[src/rtl/seg7_scan.sv]
// rtl/seg7_scan.sv - eight-digit multiplexed seven-segment scanner with shadow registers
// Optional feature macro: SEG7_LEADING_ZERO_BLANK_EN (auto-blank leading zero digits)
module seg7_scan #(
   parameter int DIV_CNT = 100000,
   parameter int GAP_CNT = 8
) (
   input  logic        clk,
   input  logic        rst,
   input  logic [31:0] data_i,
   input  logic        load_i,
   input  logic [7:0]  dp_i,
   input  logic [7:0]  blank_i,
   output logic [7:0]  disp_an_o,
   output logic [7:0]  disp_seg_o
);

   // One counter serves both states, so it must reach the larger of the two limits.
   localparam int MAX_CNT = (DIV_CNT > GAP_CNT) ? DIV_CNT : GAP_CNT;
   localparam int CW      = (MAX_CNT > 2) ? $clog2(MAX_CNT) : 1;
   localparam logic [CW-1:0] DIV_LAST = CW'(DIV_CNT - 1);
   localparam logic [CW-1:0] GAP_LAST = (GAP_CNT > 0) ? CW'(GAP_CNT - 1) : '0;

   typedef enum logic {SHOW, GAP} state_t;

   state_t        state;
   logic [2:0]    idx;
   logic [CW-1:0] cnt;
   logic [31:0]   data_sh;
   logic [7:0]    dp_sh;
   logic [7:0]    blank_sh;

   logic [2:0]    nxt_idx;
   logic [3:0]    nxt_nib;
   logic          nxt_dark;
   logic [7:0]    nxt_an;
   logic [7:0]    nxt_seg;

   // Active-low segment pattern g..a for one hex nibble.
   function automatic logic [6:0] hex_glyph(input logic [3:0] v);
      logic [6:0] g;
      case (v)
         4'h0: g = 7'h40;
         4'h1: g = 7'h79;
         4'h2: g = 7'h24;
         4'h3: g = 7'h30;
         4'h4: g = 7'h19;
         4'h5: g = 7'h12;
         4'h6: g = 7'h02;
         4'h7: g = 7'h78;
         4'h8: g = 7'h00;
         4'h9: g = 7'h10;
         4'hA: g = 7'h08;
         4'hB: g = 7'h03;
         4'hC: g = 7'h46;
         4'hD: g = 7'h21;
         4'hE: g = 7'h06;
         default: g = 7'h0E;
      endcase
      return g;
   endfunction

`ifdef SEG7_LEADING_ZERO_BLANK_EN
   logic [2:0] lz_hi;

   // Highest nonzero shadow nibble; digit 0 is the floor so all-zero data still shows "0".
   always_comb begin
      lz_hi = 3'd0;
      for (int k = 1; k < 8; k++) begin
         if (data_sh[4*k +: 4] != 4'h0) lz_hi = 3'(k);
      end
   end
`endif

   // Anode/segment value for the digit the next slot will show, taken from the shadow registers.
   always_comb begin
      nxt_idx  = idx + 3'd1;
      nxt_nib  = data_sh[{nxt_idx, 2'b00} +: 4];
`ifdef SEG7_LEADING_ZERO_BLANK_EN
      nxt_dark = blank_sh[nxt_idx] | (nxt_idx > lz_hi);
`else
      nxt_dark = blank_sh[nxt_idx];
`endif
      if (nxt_dark) begin
         nxt_an  = 8'hFF;
         nxt_seg = 8'hFF;
      end else begin
         nxt_an  = ~(8'b1 << nxt_idx);
         nxt_seg = {~dp_sh[nxt_idx], hex_glyph(nxt_nib)};
      end
   end

   // Scan FSM with shadow capture; outputs change on the same edge as state/idx.
   always_ff @(posedge clk) begin
      if (rst) begin
         state      <= GAP;
         idx        <= 3'd7;
         cnt        <= '0;
         data_sh    <= '0;
         dp_sh      <= '0;
         blank_sh   <= '0;
         disp_an_o  <= 8'hFF;
         disp_seg_o <= 8'hFF;
      end else begin
         if (load_i) begin
            data_sh  <= data_i;
            dp_sh    <= dp_i;
            blank_sh <= blank_i;
         end
         case (state)
            SHOW: begin
               if (cnt == DIV_LAST) begin
                  cnt <= '0;
                  if (GAP_CNT == 0) begin
                     idx        <= nxt_idx;
                     disp_an_o  <= nxt_an;
                     disp_seg_o <= nxt_seg;
                  end else begin
                     state      <= GAP;
                     disp_an_o  <= 8'hFF;
                     disp_seg_o <= 8'hFF;
                  end
               end else begin
                  cnt <= cnt + 1'b1;
               end
            end
            default: begin
               if (GAP_CNT == 0 || cnt == GAP_LAST) begin
                  state      <= SHOW;
                  idx        <= nxt_idx;
                  cnt        <= '0;
                  disp_an_o  <= nxt_an;
                  disp_seg_o <= nxt_seg;
               end else begin
                  cnt <= cnt + 1'b1;
               end
            end
         endcase
      end
   end

endmodule

[config.mk]
export PLATFORM = sky130hd
export DESIGN_NAME = seg7_scan
export DESIGN_NICKNAME = d
export VERILOG_FILES = /design/src/rtl/seg7_scan.sv
export SDC_FILE = /design/constraint.sdc
export NUM_CORES = 1
export LEC_CHECK = 0
export BUFFER_PORTS_ARGS = -buffer_cell sky130_fd_sc_hd__buf_4
export CAP_MARGIN = 25
export CORE_MARGIN = 4
export CORE_UTILIZATION = 35
export CTS_BUF_LIST = sky130_fd_sc_hd__clkbuf_8 sky130_fd_sc_hd__clkbuf_16
export DETAILED_ROUTE_END_ITERATION = 7
export GPL_TIMING_DRIVEN = 0
export PLACE_DENSITY = 0.63
export SLEW_MARGIN = 20
export SYNTH_ARGS = -nofsm -noshare
export SYNTH_HDL_FRONTEND = slang
export SYNTH_SLANG_ARGS = --single-unit
[constraint.sdc]
create_clock -name clk -period 3.4 [get_ports clk]
set_input_delay 0 -clock clk [delete_from_list [all_inputs] [get_ports clk]]
set_output_delay 0 -clock clk [all_outputs]
set_load 0.02 [all_outputs]
==> flow_summary.toml, run 1 <==
[synth]
ys_async_sr_fraction = 0
syn_area_um2 = 4060
synth_top_area_cell = "dfxtp_1"
synth.area.top_cells = "dfxtp_1 (42%), mux2i_1 (16%), nor2_1 (6.8%), mux4_2 (6.7%), ha_1 (3.7%)"
syn_area_per_cell_um2 = 10.6
synth_top_flop_cell = "dfxtp_1"
synth.distinct_cells = 48
syn-num-nets = 444
seq_area_frac_synth = 0.419
synth_edf_count = 0
synth_top_area_share = 0.419
synth.yosys.warnings = 0
synthCells = 381
ys_seq_elements = 85

[clock_tree]
numCtsBuffers = 9
clock_latency_ns = 0.34
clockBufferDepth = 2
cts_tree = "done"
root_buffer = "clkbuf_16"
cts_sinks = 85
clk_pin_slew_ns = 0.06
cts_htree_levels = 3

[finish]
syn_to_final_growth_pct = 37.1
fin_util = 0.489
nFillCells = 1016
diodes = 0
nets = 571
stdcell_count = 655
seq_area_um2 = 1700
multi_input_area_um2 = 2260
drive_above_1_share = 0.227

[critical_path]
startpoint_type = "flop"
cp_max_fo = 10
crit_buf_inv = 5
end_kind = "flop"
cp.arrival_ns = 3.43
crit_chain = "buf_6, inv_4, ha_1, buf_6, buf_8, mux4_2, mux2i_4, inv_1, ha_1, mux2_1, a22oi_1, a2bb2oi_1"
slowest_delay_ns = 0.56
cp_top_family = "multiplexers"
cp.required_ns = 3.60
critical_path_class = "reg -> reg"
critical-path-slowest-cell = "mux4_2"

[sta]
hold_viol = 0
min_period_over_period = 0.950
max_freq_ghz = 0.310
setup_violations = 0
grt_setup_unrepaired = "no"
drv_slew = 0
whs_ns = 0.395
slew_headroom = 0.487
finClkSkew_ns = 0.00641
period_needed_ns = 3.23
worst_pin_slew_ns = 0.759

[global_routing]
grt_max_degree = 14
grt_overflow = 0
antenna_found_initial = 0
track_usage = 0.156
grt_pass1_wl_um = 16200
grt_pass1_vias = 3227

[power_and_ir_drop]
power_density_nw_per_um2 = 414
power_mw = 2.30
p_sw_frac = 0.234
p_switching_mw = 0.539
p_int_mw = 1.76
clock_power_share = 0.412
p_comb_frac = 0.127
vdd_ir_drop_max_mv = 0.310
power_leakage_nw = 2.32
pwr-share-seq = 0.461

[floorplan]
initial_core_util = 0.357
core_um2 = 11400
die_h_um = 116
io_pins = 67
die-area_um2 = 13400
rows = 39
die_w_um = 116

[placement]
dp.cells = 589
dpl.hpwl_um = 6800
io_buffers = 65
gp_congestion = 0.771

[detailed_routing]
postRouteAntennaNets = 0
wl_met2_um = 4690
wl_per_cell_um = 15.1
wl_met3_um = 431
num_vias = 3250
drt_iter0_markers = 123
wl_met1_um = 4540
avgViaCountPerCell = 4.96
first_pass_iters = 4
drc = 0
totalWireLength_um = 9880
routed.top_layer = "met4"

[status]
status = "finished clean"

[hold_path]
hp-class = "in -> reg"

[flow_run]
drv_cap = 0
[tightest hold or removal path: stages]
cell and delay [ns]:
clkbuf_1 0.10, buf_1 0.32, mux2i_1 0.20, nor2_1 0.07
[metal layers]
metal,vias up,global-route usage
met5,-,0
met4,0,0.0565
met3,17,0.0366
met2,80,0.248
met1,1571,0.207
li1,1582,-
[layout by cell type (no fill, tap or decap), drive strengths merged]
cell type / n
dfxtp: 85
buf: 78
nor2: 73
mux2i: 64
dlygate4sd3: 49
a2bb2oi: 17
xnor2: 17
clkbuf: 17
nand2: 13
mux4: 12
ha: 12
inv: 10
xor2: 10
nand3: 9
and3: 6
and2: 5
o21ai: 3
nand2b: 3
nand4: 2
a2111oi: 2
a22oi: 2
nor3: 2
clkinvlp: 2
or4: 2
nor4: 2
nand3b: 2
mux2: 2
a211oi: 2
and4: 1
or3: 1
nor4b: 1
a21oi: 1
or3b: 1
o221ai: 1
a211o: 1
clkinv: 1
bufinv: 1
[power groups by stage]
stage / sequential [mW] / clock [mW] / combinational [mW]
2_1_floorplan: 1.07 / 0 / 0.158
3_3_place_gp: 1.08 / 0 / 0.234
3_5_place_dp: 1.08 / 0 / 0.239
4_1_cts: 1.06 / 0.967 / 0.290
5_1_grt: 1.06 / 1.01 / 0.320
6_report: 1.06 / 0.949 / 0.292
[synthesized netlist by cell type, types with 2 or more instances]
cell type and instances:
nand2b_1 3, o21ai_0 3, mux2i_1 64, a2bb2oi_1 16
clkbuf_1 8, inv_1 7, nand4_1 2, nand2_1 12
and3_1 5, dfxtp_1 85, buf_1 4, nand3_1 8
xnor2_1 16, nor3_1 2, nor2_1 73, a22oi_1 2
xor2_1 9, buf_2 4, ha_1 12, a2111oi_4 2
buf_4 2, mux4_2 12, and2_1 5
[timing repair]
action                                 in CTS  in global routing
setup buffers                               2                  0
gates resized for setup                     8                  3
endpoints found under the hold margin      51                  0
hold buffers                               49                  0
setup endpoints to repair                   8                  2
[stage by stage]
step	setup TNS [ns]	cell area [um^2]	setup slack, ns
after floorplan	0	4070	0.0332
after global placement	-3.29	4730	-0.658
after detailed placement	-3.92	4730	-0.738
after CTS	0	5550	0.00564
after global routing	0	5560	0.00246
final	0	5560	0.170
[worst paths after layout]
check	from	to	slack, ns	cells after the start
setup / recovery	idx[0]	disp_seg_o[6]	0.17	12
hold / removal	load_i	data_sh[25]	0.39	4
setup reg to reg	idx[0]	disp_seg_o[6]	0.17	12
hold reg to reg	cnt[0]	cnt[0]	0.45	1
[area by class of cell]
class / instances / share of cell area
timing repair buffer: 116 / 0.179
buffer: 19 / 0.0200
sequential: 85 / 0.306
clock inverter: 6 / 0.0103
inverter: 8 / 0.00585
clock buffer: 9 / 0.0405
multi-input combinational: 269 / 0.406
tap: 143 / 0.0322
[registers in the layout (all words and copies together) (netlist names)]
name	flops
idx	3
blank_sh	8
state	1
dp_sh	8
data_sh	32
disp_an_o	8
disp_seg_o	8
cnt	17
[cell families (layout without fill, tap and decap cells)]
logic type,Yosys count,after routing,synth area share
DFF,85,85,0.419
and+or+nand+nor,123,123,0.147
muxes,78,78,0.230
AOI/OAI and AO/OA,29,29,0.0715
xor gates and xnor gates,27,27,0.0648
buffers and inverters,27,158,0.0299
adders and majority gates,12,12,0.0370
No activity file was read; power rests on OpenSTA's default activity.
==> run 2, diff against run 1 <==
CELL_PAD_IN_SITES_DETAIL_PLACEMENT = 0   (was unset)
CELL_PAD_IN_SITES_GLOBAL_PLACEMENT = 1   (was unset)
PLACE_DENSITY = 0.75   (was 0.63)
==> run 2 against run 1 <==
Global-route usage about the same. Clock skew about the same. Routed wire length down 2.5%. Die area unchanged. Highest routed layer unchanged. Via count down 2.4%. Worst setup slack better by 0.10 ns. Sequential share of layout area down 0.38 points. Clock power up 22%. Sequential power about the same. Maximum frequency up 3.2%. Flip-flop and latch count unchanged.
==> flow_summary.toml, run 2 (synthesis results as in run 1) <==
[detailed_routing]
wl_per_cell_um = 14.7
drt_iter0_markers = 133
num_vias = 3173
avgViaCountPerCell = 4.84
drc = 0
postRouteAntennaNets = 0
totalWireLength_um = 9640
first_pass_iters = 4

[sta]
finClkSkew_ns = 0.00678
whs_ns = 0.379
hold_viol = 0
period_needed_ns = 3.13
min_period_over_period = 0.920
grt_setup_unrepaired = "no"
max_freq_ghz = 0.320
slew_headroom = 0.455
worst_pin_slew_ns = 0.810
drv_slew = 0
setup_violations = 0

[placement]
gp_congestion = 0.764
place_area_um2 = 4730
dpl.hpwl_um = 6770
io_buffers = 65
dp.cells = 589

[hold_path]
hp-class = "in -> reg"

[floorplan]
die_h_um = 116
die-area_um2 = 13400
rows = 39
initial_core_util = 0.357
io_pins = 67
core_um2 = 11400
die_w_um = 116

[finish]
regMostFlops = "data_sh"
layout_common_cells = "dfxtp_1 (84), nor2_1 (73), buf_4 (68)"
stdcell_count = 656
mostFrequentLayoutCell = "dfxtp_1"
reg_top3 = "data_sh x32, cnt x17"
largest_register_ffs = 32
diodes = 0
fin_util = 0.495
drive_above_1_share = 0.232
nets = 571
syn_to_final_growth_pct = 38.8
fin_area_um2 = 5630

[flow_run]
drv_cap = 0

[global_routing]
grt_overflow = 0
grt_max_degree = 17
track_usage = 0.155
antenna_found_initial = 0
grt_pass1_wl_um = 16100
grt_pass1_vias = 3194

[clock_tree]
clock_latency_ns = 0.34
clk_pin_slew_ns = 0.07
cts_htree_levels = 3
cts_sinks = 85
numCtsBuffers = 9
root_buffer = "clkbuf_16"
cts_tree = "done"
clockBufferDepth = 2

[critical_path]
critical-path-slowest-cell = "mux4_2"
startpoint_type = "flop"
critical_path_class = "reg -> reg"
cp.required_ns = 3.61
cp_max_fo = 10
crit_chain = "buf_6, inv_4, ha_1, buf_6, buf_8, mux4_2, mux2i_4, inv_1, ha_1, mux2_1, a22oi_1, a2bb2oi_1"
cp.arrival_ns = 3.34
end_kind = "flop"
slowest_delay_ns = 0.54

[power_and_ir_drop]
vdd_ir_drop_max_mv = 0.302
power_leakage_nw = 2.36
power_density_nw_per_um2 = 445

[status]
status = "finished clean"
-- run 2: cell count changes in the layout (fill, tap and decap cells not counted) --
cell	before	now
clkinvlp_4	2	0
inv_8	0	1
inv_1	9	7
clkinv_2	1	0
inv_6	0	2
bufinv_16	1	3
clkinv_4	0	1
-- run 2: final cells by class --
cell class / instances / area [um^2]
Inverter: 8 / 32.5
Tap cell: 143 / 179
Sequential cell: 85 / 1700
Fill cell: 1019 / 5740
Timing Repair Buffer: 116 / 993
Clock inverter: 7 / 128
Clock buffer: 9 / 225
Multi-Input combinational cell: 269 / 2260
Buffer: 19 / 111
-- run 2: critical path, delay by kind of cell, from the launching register on --
family	cells	cell delay, ns
muxes	3	1.04
buffers and inverters	5	0.72
adders and majority gates	2	0.55
AOI/OAI and AO/OA	2	0.30
DFF	1	0.38
-- run 2: final timing paths --
check | startpoint | to | slack [ns] | cells past startpoint
hold reg to reg | cnt[0] | cnt[0] | 0.45 | 1
setup / recovery | idx[0] | disp_seg_o[6] | 0.27 | 12
setup reg to reg | idx[0] | disp_seg_o[6] | 0.27 | 12
hold / removal | load_i | blank_sh[3] | 0.38 | 4
-- run 2: per-stage QoR --
step	setup TNS (ns)	worst slack [ns]	power [mW]
after floorplan	0	0.0332	1.23
after global placement	-3.43	-0.683	1.31
after detailed placement	-3.89	-0.739	1.32
after CTS	0	0.00793	2.53
after global routing	0	0.0767	2.61
final	0	0.270	2.51
-- run 2: where the power goes --
group | total (mW) | switching [mW] | internal, mW
Sequential | 1.06 | 0.0259 | 1.03
Clock | 1.16 | 0.428 | 0.730
Combinational | 0.290 | 0.121 | 0.169
-- run 2: metal layers --
layer	GRT usage	vias to the layer above	part of all wire
met2	0.243	65	0.46
met1	0.213	1499	0.48
met5	0	-	0
li1	-	1593	-
met4	0.0657	0	0.023
met3	0.0251	16	0.046
-- run 2: timing repair --
action | in CTS | in global routing
hold buffers | 49 | 0
pin swaps | 0 | 0
endpoints found under the setup margin | 8 | 2
setup buffers | 2 | 0
endpoints found under the hold margin | 52 | 0
gates resized for setup | 7 | 4
==> run 3, diff against run 2 <==
PLACE_DENSITY = 0.73   (was 0.75)
SKIP_LAST_GASP = 1   (was unset)
clock period = 3.25 ns   (was 3.4 ns; I/O delays follow)
==> run 3 against run 2 <==
Sequential power is 5% higher. Design area is 0.58% lower. Clock power is 13% lower. Critical path depth stayed put. Maximum frequency is 0.74% higher. Flip-flop and latch count stayed put. Combinational power is 5% higher. Non-clock buffer count is 1 higher. First-iteration DRC count is 26% lower. Power is 3.5% lower. Sequential share of layout area is 0.22 points higher. Critical endpoint unchanged.
==> flow_summary.toml, run 3 (synthesis results as in run 1) <==
[status]
status = "finished clean"

[global_routing]
track_usage = 0.153
grt_pass1_vias = 3207
grt_overflow = 0
antenna_found_initial = 0
grt_max_degree = 17
grt_pass1_wl_um = 16100

[power_and_ir_drop]
power_leakage_nw = 2.33
power_density_nw_per_um2 = 432
vdd_ir_drop_max_mv = 0.326

[critical_path]
cp.arrival_ns = 3.32
critical_path_class = "reg -> reg"
critical-path-slowest-cell = "mux4_2"
end_kind = "flop"
cp_top_family = "multiplexers"
crit_chain = "buf_8, clkinv_4, ha_1, buf_8, buf_12, mux4_2, mux2i_4, inv_1, ha_2, mux2_1, a22oi_1, a2bb2oi_1"
cp.required_ns = 3.46
crit_buf_inv = 5
startpoint_type = "flop"
slowest_delay_ns = 0.53
critPathMostFrequentCell = "buf_8"
cp_max_fo = 10

[detailed_routing]
drc = 0
drt_iter0_markers = 98
wl_per_cell_um = 14.6
postRouteAntennaNets = 0
num_vias = 3204
totalWireLength_um = 9580
first_pass_iters = 4
avgViaCountPerCell = 4.88

[clock_tree]
clk_pin_slew_ns = 0.07
cts_htree_levels = 3
cts_sinks = 85
cts_tree = "done"
root_buffer = "clkbuf_16"
clockBufferDepth = 2
numCtsBuffers = 9
clock_latency_ns = 0.34

[finish]
seq_area_um2 = 1710
nFillCells = 1036
nets = 572
reg_top3 = "data_sh x32, cnt x17"
drive_above_1_share = 0.235
mostFrequentLayoutCell = "dfxtp_1"
stdcell_count = 657
largest_register_ffs = 32
regMostFlops = "data_sh"
syn_to_final_growth_pct = 38.0
multi_input_area_um2 = 2260
diodes = 0
layout_common_cells = "dfxtp_1 (84), nor2_1 (73), buf_4 (69)"

[floorplan]
die_w_um = 116
rows = 39
die_h_um = 116
core_um2 = 11400
io_pins = 67
initial_core_util = 0.357
die-area_um2 = 13400

[flow_run]
drv_cap = 0

[sta]
finClkSkew_ns = 0.00826
min_period_over_period = 0.956
grt_setup_unrepaired = "no"
layout_setup_ws_ns = 0.143
max_freq_ghz = 0.322
hold_viol = 0
drv_slew = 0
slew_headroom = 0.460
setup_violations = 0
worst_pin_slew_ns = 0.803
period_needed_ns = 3.11

[placement]
dp.cells = 589
gp_congestion = 0.776
dpl.hpwl_um = 6820
place_ws_ns = -0.589
io_buffers = 65

[hold_path]
hp-class = "in -> reg"
run 3: path summary, 6_finish.rpt:
kind                                 endpoint  cells past startpoint  startpoint  slack, ns
worst max register to register  disp_seg_o[6]                     12      idx[0]       0.14
worst max-delay path            disp_seg_o[6]                     12      idx[0]       0.14
worst min-delay path                 dp_sh[2]                      4      load_i       0.40
worst min register to register         cnt[0]                      1      cnt[0]       0.45
run 3: cell type report:
| type | instances | area share |
|---|---|---|
| sequential | 85 | 0.305 |
| timing repair buffer | 117 | 0.179 |
| clock inverter | 6 | 0.00961 |
| clock buffer | 10 | 0.0427 |
| buffer | 19 | 0.0221 |
| multi-input combinational | 269 | 0.404 |
| tap | 143 | 0.0320 |
| inverter | 8 | 0.00626 |
run 3: power breakdown:
part / switching [mW] / internal, mW
Combinational: 0.126 / 0.179
Sequential: 0.0271 / 1.08
Clock: 0.454 / 0.553
Total: 0.608 / 1.81
run 3: what timing repair did:
item	4_1_cts	5_1_grt
setup endpoints to repair	8	2
hold buffers	49	0
hold endpoints to repair	51	0
gates resized for setup	8	5
setup buffers	3	0
run 3: tightest hold or removal path, delay by kind of cell:
kind	cells	cell delay (ns)
muxes	1	0.20
buffers and inverters	2	0.42
and+or+nand+nor	1	0.07
run 3: per-layer routing:
layer	vias up	wire length [um]	global-route usage
met2	66	4500	0.245
li1	1595	-	-
met4	0	94	0.0418
met1	1533	4580	0.209
met5	-	0	0
met3	10	403	0.0360
run 3: through the flow:
step	util	power, mW	TNS, ns	area, um^2	hold slack [ns]
finish	0.492	2.42	0	5600	0.399
global route	0.492	2.52	0	5600	0.450
CTS	0.491	2.45	0	5580	0.393
detailed placement	0.417	1.38	-2.45	4740	0.242
global placement	0.417	1.38	-2.40	4740	0.233
floorplan	-	1.29	0	4080	0.147
